**src/rtl/ps2_pkg.sv**
```systemverilog
// Shared PS/2 keyboard definitions.
// Prefix codes, modifier codes, FSM states, event record.
package ps2_pkg;

  localparam logic [7:0] CODE_EXT    = 8'hE0;
  localparam logic [7:0] CODE_BRK    = 8'hF0;
  localparam logic [7:0] CODE_LSHIFT = 8'h12;
  localparam logic [7:0] CODE_RSHIFT = 8'h59;
  localparam logic [7:0] CODE_CAPS   = 8'h58;
  localparam logic [7:0] CODE_BAT    = 8'hAA;
  localparam logic [7:0] CODE_RESEND = 8'hFE;
  localparam logic [7:0] CODE_ERR    = 8'hFF;

  typedef enum logic [1:0] {
    PF_IDLE,
    PF_EXT,
    PF_BRK,
    PF_EXTBRK
  } pfx_state_t;

  typedef struct packed {
    logic [7:0] ascii;
    logic       brk;
    logic       ext;
    logic [7:0] code;
  } ev_t;

endpackage

```
**src/rtl/ps2_keyboard_ascii_map.sv**
```systemverilog
// Set-2 scancode to ASCII ROM.
// Letters follow shift^caps; digits and punctuation follow shift.
module ps2_ascii_map
  import ps2_pkg::*;
(
  input  logic [7:0] code,
  input  logic       shift,
  input  logic       caps,
  output logic [7:0] ascii
);

  logic [7:0] lo;
  logic [7:0] hi;
  logic       letter;
  logic       upper;

  always_comb begin
    lo = 8'h00;
    hi = 8'h00;
    unique case (code)
      8'h1C: lo = "a";
      8'h32: lo = "b";
      8'h21: lo = "c";
      8'h23: lo = "d";
      8'h24: lo = "e";
      8'h2B: lo = "f";
      8'h34: lo = "g";
      8'h33: lo = "h";
      8'h43: lo = "i";
      8'h3B: lo = "j";
      8'h42: lo = "k";
      8'h4B: lo = "l";
      8'h3A: lo = "m";
      8'h31: lo = "n";
      8'h44: lo = "o";
      8'h4D: lo = "p";
      8'h15: lo = "q";
      8'h2D: lo = "r";
      8'h1B: lo = "s";
      8'h2C: lo = "t";
      8'h3C: lo = "u";
      8'h2A: lo = "v";
      8'h1D: lo = "w";
      8'h22: lo = "x";
      8'h35: lo = "y";
      8'h1A: lo = "z";
      8'h16: begin lo = "1"; hi = "!"; end
      8'h1E: begin lo = "2"; hi = "@"; end
      8'h26: begin lo = "3"; hi = "#"; end
      8'h25: begin lo = "4"; hi = "$"; end
      8'h2E: begin lo = "5"; hi = "%"; end
      8'h36: begin lo = "6"; hi = "^"; end
      8'h3D: begin lo = "7"; hi = "&"; end
      8'h3E: begin lo = "8"; hi = "*"; end
      8'h46: begin lo = "9"; hi = "("; end
      8'h45: begin lo = "0"; hi = ")"; end
      8'h0E: begin lo = 8'h60; hi = "~"; end
      8'h4E: begin lo = "-"; hi = "_"; end
      8'h55: begin lo = "="; hi = "+"; end
      8'h54: begin lo = "["; hi = "{"; end
      8'h5B: begin lo = "]"; hi = "}"; end
      8'h5D: begin lo = 8'h5C; hi = 8'h7C; end
      8'h4C: begin lo = ";"; hi = ":"; end
      8'h52: begin lo = 8'h27; hi = 8'h22; end
      8'h41: begin lo = ","; hi = "<"; end
      8'h49: begin lo = "."; hi = ">"; end
      8'h4A: begin lo = "/"; hi = "?"; end
      8'h5A: begin lo = 8'h0D; hi = 8'h0D; end
      8'h66: begin lo = 8'h08; hi = 8'h08; end
      8'h29: begin lo = 8'h20; hi = 8'h20; end
      8'h76: begin lo = 8'h1B; hi = 8'h1B; end
      default: begin lo = 8'h00; hi = 8'h00; end
    endcase
  end

  // Letter rows only store lower case; upper is a fixed offset.
  assign letter = (lo >= "a") && (lo <= "z");
  assign upper  = letter ? (shift ^ caps) : shift;
  assign ascii  = !upper ? lo
                : letter ? (lo - 8'h20)
                : hi;

endmodule

```
**src/rtl/ps2_keyboard.sv**
```systemverilog
// PS/2 keyboard receiver: sync, framing, prefix FSM,
// modifier tracking, ASCII lookup and show-ahead event FIFO.
module ps2_keyboard
  import ps2_pkg::*;
#(
  parameter int SYNC_STAGES    = 2,
  parameter int FIFO_DEPTH     = 8,
  parameter int TIMEOUT_CYCLES = 20000,
  parameter int EMIT_BREAK     = 1
) (
  input  logic       clk,
  input  logic       clr_n,
  input  logic       ps2_clk,
  input  logic       ps2_data,
  output logic       ev_valid,
  input  logic       ev_ready,
  output logic [7:0] ev_code,
  output logic       ev_ext,
  output logic       ev_break,
  output logic [7:0] ev_ascii,
  output logic       err_frame,
  output logic       err_overflow
);

  localparam int AW = $clog2(FIFO_DEPTH);
  localparam int TW = $clog2(TIMEOUT_CYCLES + 1);

  logic [SYNC_STAGES-1:0] clk_sq;
  logic [SYNC_STAGES-1:0] dat_sq;
  logic                   clk_d;
  logic                   clk_s;
  logic                   dat_s;
  logic                   fall;

  assign clk_s = clk_sq[SYNC_STAGES-1];
  assign dat_s = dat_sq[SYNC_STAGES-1];
  assign fall  = clk_d & ~clk_s;

  always_ff @(posedge clk) begin
    if (!clr_n) begin
      clk_sq <= '1;
      dat_sq <= '1;
      clk_d  <= 1'b1;
    end else begin
      clk_sq <= {clk_sq[SYNC_STAGES-2:0], ps2_clk};
      dat_sq <= {dat_sq[SYNC_STAGES-2:0], ps2_data};
      clk_d  <= clk_s;
    end
  end

  logic [3:0]    bit_cnt;
  logic [10:0]   frame;
  logic          frame_done;
  logic [TW-1:0] tmo;
  logic          tmo_hit;
  logic          frame_bad;
  logic          byte_ok;
  logic [7:0]    rx_byte;

  assign tmo_hit   = (bit_cnt != 4'd0)
                   && (tmo == TW'(TIMEOUT_CYCLES));
  assign frame_bad = frame[0] | ~frame[10]
                   | ~(^frame[9:1]);
  assign byte_ok   = frame_done & ~frame_bad;
  assign rx_byte   = frame[8:1];

  always_ff @(posedge clk) begin
    if (!clr_n) begin
      bit_cnt    <= 4'd0;
      frame      <= '0;
      frame_done <= 1'b0;
      tmo        <= '0;
      err_frame  <= 1'b0;
    end else begin
      frame_done <= 1'b0;
      err_frame  <= (frame_done & frame_bad) | tmo_hit;
      if (fall || bit_cnt == 4'd0 || tmo_hit)
        tmo <= '0;
      else
        tmo <= tmo + TW'(1);
      if (fall) begin
        frame <= {dat_s, frame[10:1]};
        if (bit_cnt == 4'd10) begin
          bit_cnt    <= 4'd0;
          frame_done <= 1'b1;
        end else begin
          bit_cnt <= bit_cnt + 4'd1;
        end
      end else if (tmo_hit) begin
        bit_cnt <= 4'd0;
      end
    end
  end

  pfx_state_t st;
  pfx_state_t st_nx;
  logic       emit;
  logic       e_ext;
  logic       e_brk;
  logic       ignorable;

  assign ignorable = (rx_byte == CODE_BAT)
                   | (rx_byte == CODE_RESEND)
                   | (rx_byte == CODE_ERR);

  always_ff @(posedge clk) begin
    if (!clr_n) st <= PF_IDLE;
    else        st <= st_nx;
  end

  always_comb begin
    st_nx = st;
    emit  = 1'b0;
    e_ext = (st == PF_EXT) | (st == PF_EXTBRK);
    e_brk = (st == PF_BRK) | (st == PF_EXTBRK);
    if (byte_ok) begin
      unique case (1'b1)
        (st == PF_IDLE && rx_byte == CODE_EXT):
          st_nx = PF_EXT;
        (st == PF_IDLE && rx_byte == CODE_BRK):
          st_nx = PF_BRK;
        (st == PF_EXT && rx_byte == CODE_BRK):
          st_nx = PF_EXTBRK;
        (st == PF_IDLE && ignorable):
          st_nx = PF_IDLE;
        default: begin
          emit  = 1'b1;
          st_nx = PF_IDLE;
        end
      endcase
    end
  end

  logic       shift;
  logic       caps;
  logic [7:0] map_ascii;
  logic       is_shift;

  assign is_shift = (rx_byte == CODE_LSHIFT)
                  | (rx_byte == CODE_RSHIFT);

  always_ff @(posedge clk) begin
    if (!clr_n) begin
      shift <= 1'b0;
      caps  <= 1'b0;
    end else if (emit && !e_ext) begin
      if (is_shift)
        shift <= ~e_brk;
      if (rx_byte == CODE_CAPS && !e_brk)
        caps <= ~caps;
    end
  end

  ps2_ascii_map u_map (
    .code  (rx_byte),
    .shift (shift),
    .caps  (caps),
    .ascii (map_ascii)
  );

  ev_t  ev_new;
  ev_t  head;
  logic push;

  always_comb begin
    ev_new       = '0;
    ev_new.code  = rx_byte;
    ev_new.ext   = e_ext;
    ev_new.brk   = e_brk;
    ev_new.ascii = (e_ext | e_brk) ? 8'h00 : map_ascii;
  end

  assign push = emit & ((EMIT_BREAK != 0) | ~e_brk);

  ev_t         mem [FIFO_DEPTH];
  logic [AW:0] wptr;
  logic [AW:0] rptr;
  logic        empty;
  logic        full;
  logic        pop;
  logic        wr;

  assign empty = (wptr == rptr);
  assign full  = (wptr[AW] != rptr[AW])
               && (wptr[AW-1:0] == rptr[AW-1:0]);
  assign pop   = ~empty & ev_ready;
  assign wr    = push & (~full | pop);

  always_ff @(posedge clk) begin
    if (!clr_n) begin
      for (int i = 0; i < FIFO_DEPTH; i++)
        mem[i] <= '0;
      wptr         <= '0;
      rptr         <= '0;
      err_overflow <= 1'b0;
    end else begin
      err_overflow <= push & full & ~pop;
      if (wr) begin
        mem[wptr[AW-1:0]] <= ev_new;
        wptr              <= wptr + 1'b1;
      end
      if (pop)
        rptr <= rptr + 1'b1;
    end
  end

  assign head     = mem[rptr[AW-1:0]];
  assign ev_valid = ~empty;
  assign ev_code  = head.code;
  assign ev_ext   = head.ext;
  assign ev_break = head.brk;
  assign ev_ascii = head.ascii;

endmodule

```
**config.mk**
```make
export PLATFORM = sky130hd
export DESIGN_NAME = ps2_keyboard
export DESIGN_NICKNAME = d
export VERILOG_FILES = /design/src/rtl/ps2_pkg.sv /design/src/rtl/ps2_keyboard_ascii_map.sv /design/src/rtl/ps2_keyboard.sv
export SDC_FILE = /design/constraint.sdc
export NUM_CORES = 1
export LEC_CHECK = 0
export BUFFER_PORTS_ARGS = -buffer_cell sky130_fd_sc_hd__buf_2
export CORE_UTILIZATION = 40
export DETAILED_ROUTE_END_ITERATION = 12
export PLACE_DENSITY = 0.63
export SLEW_MARGIN = 20
export SYNTH_ARGS = -nofsm -noshare
export SYNTH_HDL_FRONTEND = slang
export SYNTH_HIERARCHICAL = 1
export SYNTH_SLANG_ARGS = --single-unit
```
**constraint.sdc**
```tcl
create_clock -name clk -period 9.3 [get_ports clk]
set_clock_uncertainty 0.15 [all_clocks]
set_input_delay 1.395 -clock clk [delete_from_list [all_inputs] [get_ports clk]]
set_output_delay 1.395 -clock clk [all_outputs]
set_load 0.03 [all_outputs]
```
# Word level (Yosys, flattened, before mapping)
# Memories as Yosys holds them, arrays and structs flattened. A register that Yosys moved wholly into a read port is not among the register bits.
# Index checks and enable logic that the tools add are counted.
[totals]
reg_bits = 50
mem_bits_rw = 144
word_cells = 163
memories = 1
[op_classes]
add_sub_neg = 5
n_lt_le_gt_ge = 2
n_eq_ne = 67
mux = 22
n_bitwise = 28
reduce_logical = 24
[memory_table]
columns = ["memory", "words", "width", "read_ports", "rd_clocked_by_memory_dff", "wr", "line", "source"]
rows = [
  ["mem", 8, 18, 1, 1, 8, "ps2_keyboard.sv:175", "ev_t mem [FIFO_DEPTH];"],
]
[ops]
columns = ["op", "count"]
rows = [
  ["case mux 7 bit (51 select lines)", 1],
  ["equality test 8 x 6 -> 1 bit (second input constant)", 23],
  ["equality test 8 x 7 -> 1 bit (second input constant)", 22],
  ["case mux 7 bit (25 select lines)", 1],
  ["equality test 8 x 5 -> 1 bit (second input constant)", 8],
  ["equality test 8 bit (second input constant)", 5],
  ["2-to-1 mux 8 bit", 3],
  ["2-to-1 mux 18 bit", 1],
  ["OR reduction 18 bit", 1],
  ["adder 15 x 1 -> 15 bit (second input constant)", 1],
  ["equality test 15 bit (second input constant)", 1],
  ["adder 4 x 1 -> 4 bit (second input constant)", 3],
  ["2-to-1 mux 4 bit", 3],
  ["NOT 1 bit", 10],
  ["OR 1 bit", 10],
  ["logical AND 1 bit", 9],
  ["2-to-1 mux 1 bit", 9],
  ["2-to-1 mux 3 bit", 3],
  ["XOR reduction 9 bit", 1],
  ["equality test 8 x 4 -> 1 bit (second input constant)", 1],
  ["subtractor 7 x 6 -> 8 bit (second input constant)", 1],
  ["AND 1 bit", 7],
  ["greater-or-equal comparator 7 bit (second input constant)", 1],
  ["<= comparator 7 bit (second input constant)", 1],
  ["other kinds (17)", 22],
]

# Longest topological paths before layout
[depth]
ltp_word = 13
ltp_mapped = 14
depth_no_buf = 11

# Hierarchy
# Netlist, hierarchy kept.
[modules_own_cells]
columns = ["module", "n_inst", "cells_per_inst", "area_each_um2"]
rows = [
  ["ps2_keyboard", 1, 708, 8964.8],
  ["ps2_ascii_map", 1, 234, 1706.6],
]

# Worst setup path before layout
# OpenSTA, ideal clock, no wires.
[synth_path]
path_type = "flip-flop to output port"
start = "register (tool-made name)"
end = "output port ev_ascii[0]"
t_arrival_ps = 1698
required_time_ps = 7755
slack_ps = 6057
path_stages_with_launch = 5
path_cell_list = "dfxtp_1 buf_2 buf_2 mux4_2 mux2_2"
[synth_lines]
columns = ["element", "line", "source"]
rows = [
  ["to (decl)", "ps2_keyboard.sv:20", "output logic [7:0] ev_ascii,"],
]

==> flow_summary.toml <==
[final_layout]
diodes = 0
final_layout_size_suffix_gt1_share_pct = 16.8
nNetsFinal = 967
area_growth_pct = 8.65

[critical_path]
cp-end-kind = "flop"
worst_ep_arrival_time_ps = 3930
worstSetupPathType = "flop to flop"
reg2reg_slack_ps = 5280
start_kind = "flop"
cp_max_fo = 28
required_ps = 9210

[pwr]
clkPwrFrac_pct = 43.1
intPower_uw = 1400
power.density_nw_per_um2 = 157
vdd_drop_max_mv = 0.103
p_switching_uw = 411
finalPower_uw = 1810
seq_power_share_pct = 54.1
p_leak_uw = 0.00371
combPwrFrac_pct = 2.8
netSwitchingFraction_pct = 22.7

[synth]
yosysMostFrequentCell = "nor2_1"
syn-num-nets = 969
synth_common_cells = "nor2_1, edfxtp_1, nand2_1"
ys_seq_area_share_pct = 50.5
synth_area_sq_um = 10700
netlist_instances = 942
avgSynthCellArea_sq_um = 11.3
yosys_warnings = 6
async_flop_share_pct = 0
synth_cell_types = 92
synthTopCellsByArea = "edfxtp_1, dfxtp_1, mux4_2, nor2_1, nand2_1"
synth_edf_count = 144
yosysTopAreaCell = "edfxtp_1"
synth_seq_cells = 197
synth_ff_type = "edfxtp_1"
yosys.area.top_type_share_pct = 40.5

[routing]
wl_per_cell_microns = 18.9
route.detailed.drc = 4
dr_total_vias = 7290
ant_nets = 0
via_per_inst = 5.66
drt-initial-drc-count = 858
routed_wirelength_microns = 24400
first_pass_iters = 10

[global_route]
grt.total_usage_pct = 18.6
grt_pass1_vias = 6932
grt-ovfl-total = 0
antenna_found_initial = 0
grt_max_degree = 50
grt_first_pass_wirelength_microns = 38500

[timing]
grt_setup_unrepaired = "no"
finalMaxSlewViolations = 0
timing.setup.tns_ps = 0
tightestPinTransition_ps = 1030
fmaxAchievable_ghz = 0.249
finalSetupViolCount = 0
relSlewSlack_pct = 31.6
final-hold-violation-count = 0
finalCriticalPeriod_ps = 4020
final.period_utilization_pct = 43.2

[clock_network]
cts_setup_buffers = 0
cts_resized = 0
clk_path_buf_depth = 2
path_clk_slew_ps = 70
ctsHoldBuffers = 0
cts_root_buffer = "clkbuf_16"
cts.htree.levels = 4
numCtsBuffers = 17
clock_latency_ps = 440
cts_tree = "built"
clock_sinks = 197

[worst_hold_path]
hp-class = "flop to flop"

[floorplanning]
initial_core_util_pct = 40.8
ioPinCount = 26
core_sq_um = 26100
die_w_microns = 165
rows = 59
die_h_microns = 165
dieArea_sq_um = 27300

[status]
status = "complete, but fails checks"
violations = "DRC"

[place]
place_congestion = 0.842
dp_hpwl_microns = 16200
port_buffers = 25

[flow_run]
maxCapViolations = 0
critical path, stage by stage, from the launching register on:
cell      delay (ps)
dfxtp_1         1000
inv_1            160
ha_1             340
xnor3_2          260
xnor2_2          200
nor3_4           160
buf_4            340
and3_1           250
nand2b_1         760
stage by stage:
step | hold slack (ps) | std cells | utilization, % | instance area, sq um | setup WS [ps]
global route | 303 | 1288 | 44.4 | 11600 | 5020
CTS | 269 | 1288 | 44.3 | 11600 | 5230
floorplan | 236 | 942 | - | 10700 | 6060
global placement | 246 | 1256 | 41.9 | 11000 | 5370
finish | 266 | 1288 | 44.4 | 11600 | 5280
detailed placement | 247 | 1256 | 41.9 | 11000 | 5270
cells in the final DEF (no fill, tap or decap), drive strengths merged, types with 8 or more instances in the layout:
cell type / Yosys / final
nor2: 182 / 182
o22ai: 8 / 8
nor3: 10 / 10
mux2i: 8 / 8
nor4: 8 / 8
nor2b: 13 / 13
inv: 19 / 26
nand2b: 26 / 26
a21boi: 15 / 15
nand2: 80 / 80
or3: 9 / 9
xnor2: 13 / 13
dfxtp: 53 / 53
and3: 16 / 16
nor4b: 8 / 8
a21oi: 18 / 18
buf: 41 / 39
nand4: 13 / 13
o21ai: 16 / 16
and2: 10 / 10
clkbuf: 19 / 17
ha: 22 / 22
edfxtp: 144 / 144
nand3: 20 / 20
mux2: 18 / 18
xor2: 14 / 14
mux4: 36 / 36
routing by layer:
metal	vias up	GRT usage [%]	wire length [microns]	share of wire, %
li1	3457	-	-	-
met1	3567	26.2	11400	47
met2	239	30.0	11400	47
met3	27	2.92	1260	5.2
met4	0	4.34	332	1.4
met5	-	0	0	0
cell type report:
| cell class | count | area (sq um) |
|---|---|---|
| clock inverters | 15 | 203 |
| inverters | 19 | 71.3 |
| fillers | 2458 | 14500 |
| multi-input cells | 666 | 4860 |
| flip-flops and latches | 197 | 5390 |
| well taps | 335 | 419 |
| clock buffers | 17 | 425 |
| repair buffers | 39 | 230 |
logic make-up after synthesis:
family	count (synthesis)	synth area share, %
buffers and inverters	79	4.12
xor gates and xnor gates	28	2.51
muxes	62	10.2
adders and majority gates	22	2.58
AOI/OAI and AO/OA	107	7.19
DFF	197	50.5
and+or+nand+nor	447	22.9
sequential cells by signal (all words and copies together), names as in the netlist, named ones only:
register      cells
err_frame         1
st                2
wptr              4
frame            11
bit_cnt           4
rptr              4
shift             1
clk_d             1
dat_sq            2
tmo              15
mem             144
frame_done        1
err_overflow      1
caps              1
clk_sq            2
worst paths after layout:
kind | startpoint | to | depth (start not counted)
worst max-delay path | frame[7]$_SDFFE_PN0P_ | mem[7][2]$_SDFFCE_PN0P_ | 8
worst min-delay path | clk_sq[0]$_SDFF_PN1_ | clk_sq[1]$_SDFF_PN1_ | 1
worst max register to register | frame[7]$_SDFFE_PN0P_ | mem[7][2]$_SDFFCE_PN0P_ | 8
worst min register to register | clk_sq[0]$_SDFF_PN1_ | clk_sq[1]$_SDFF_PN1_ | 1
power groups by stage:
| stage | registers [uW] | clock network [uW] | logic, uW |
|---|---|---|---|
| global placement | 1000 | 0 | 51.2 |
| detailed placement | 1000 | 0 | 51.6 |
| floorplan | 996 | 0 | 38.1 |
| CTS | 982 | 792 | 51.9 |
| global route | 985 | 824 | 55.7 |
| finish | 982 | 783 | 50.7 |
No activity file was read; power rests on OpenSTA's default activity.
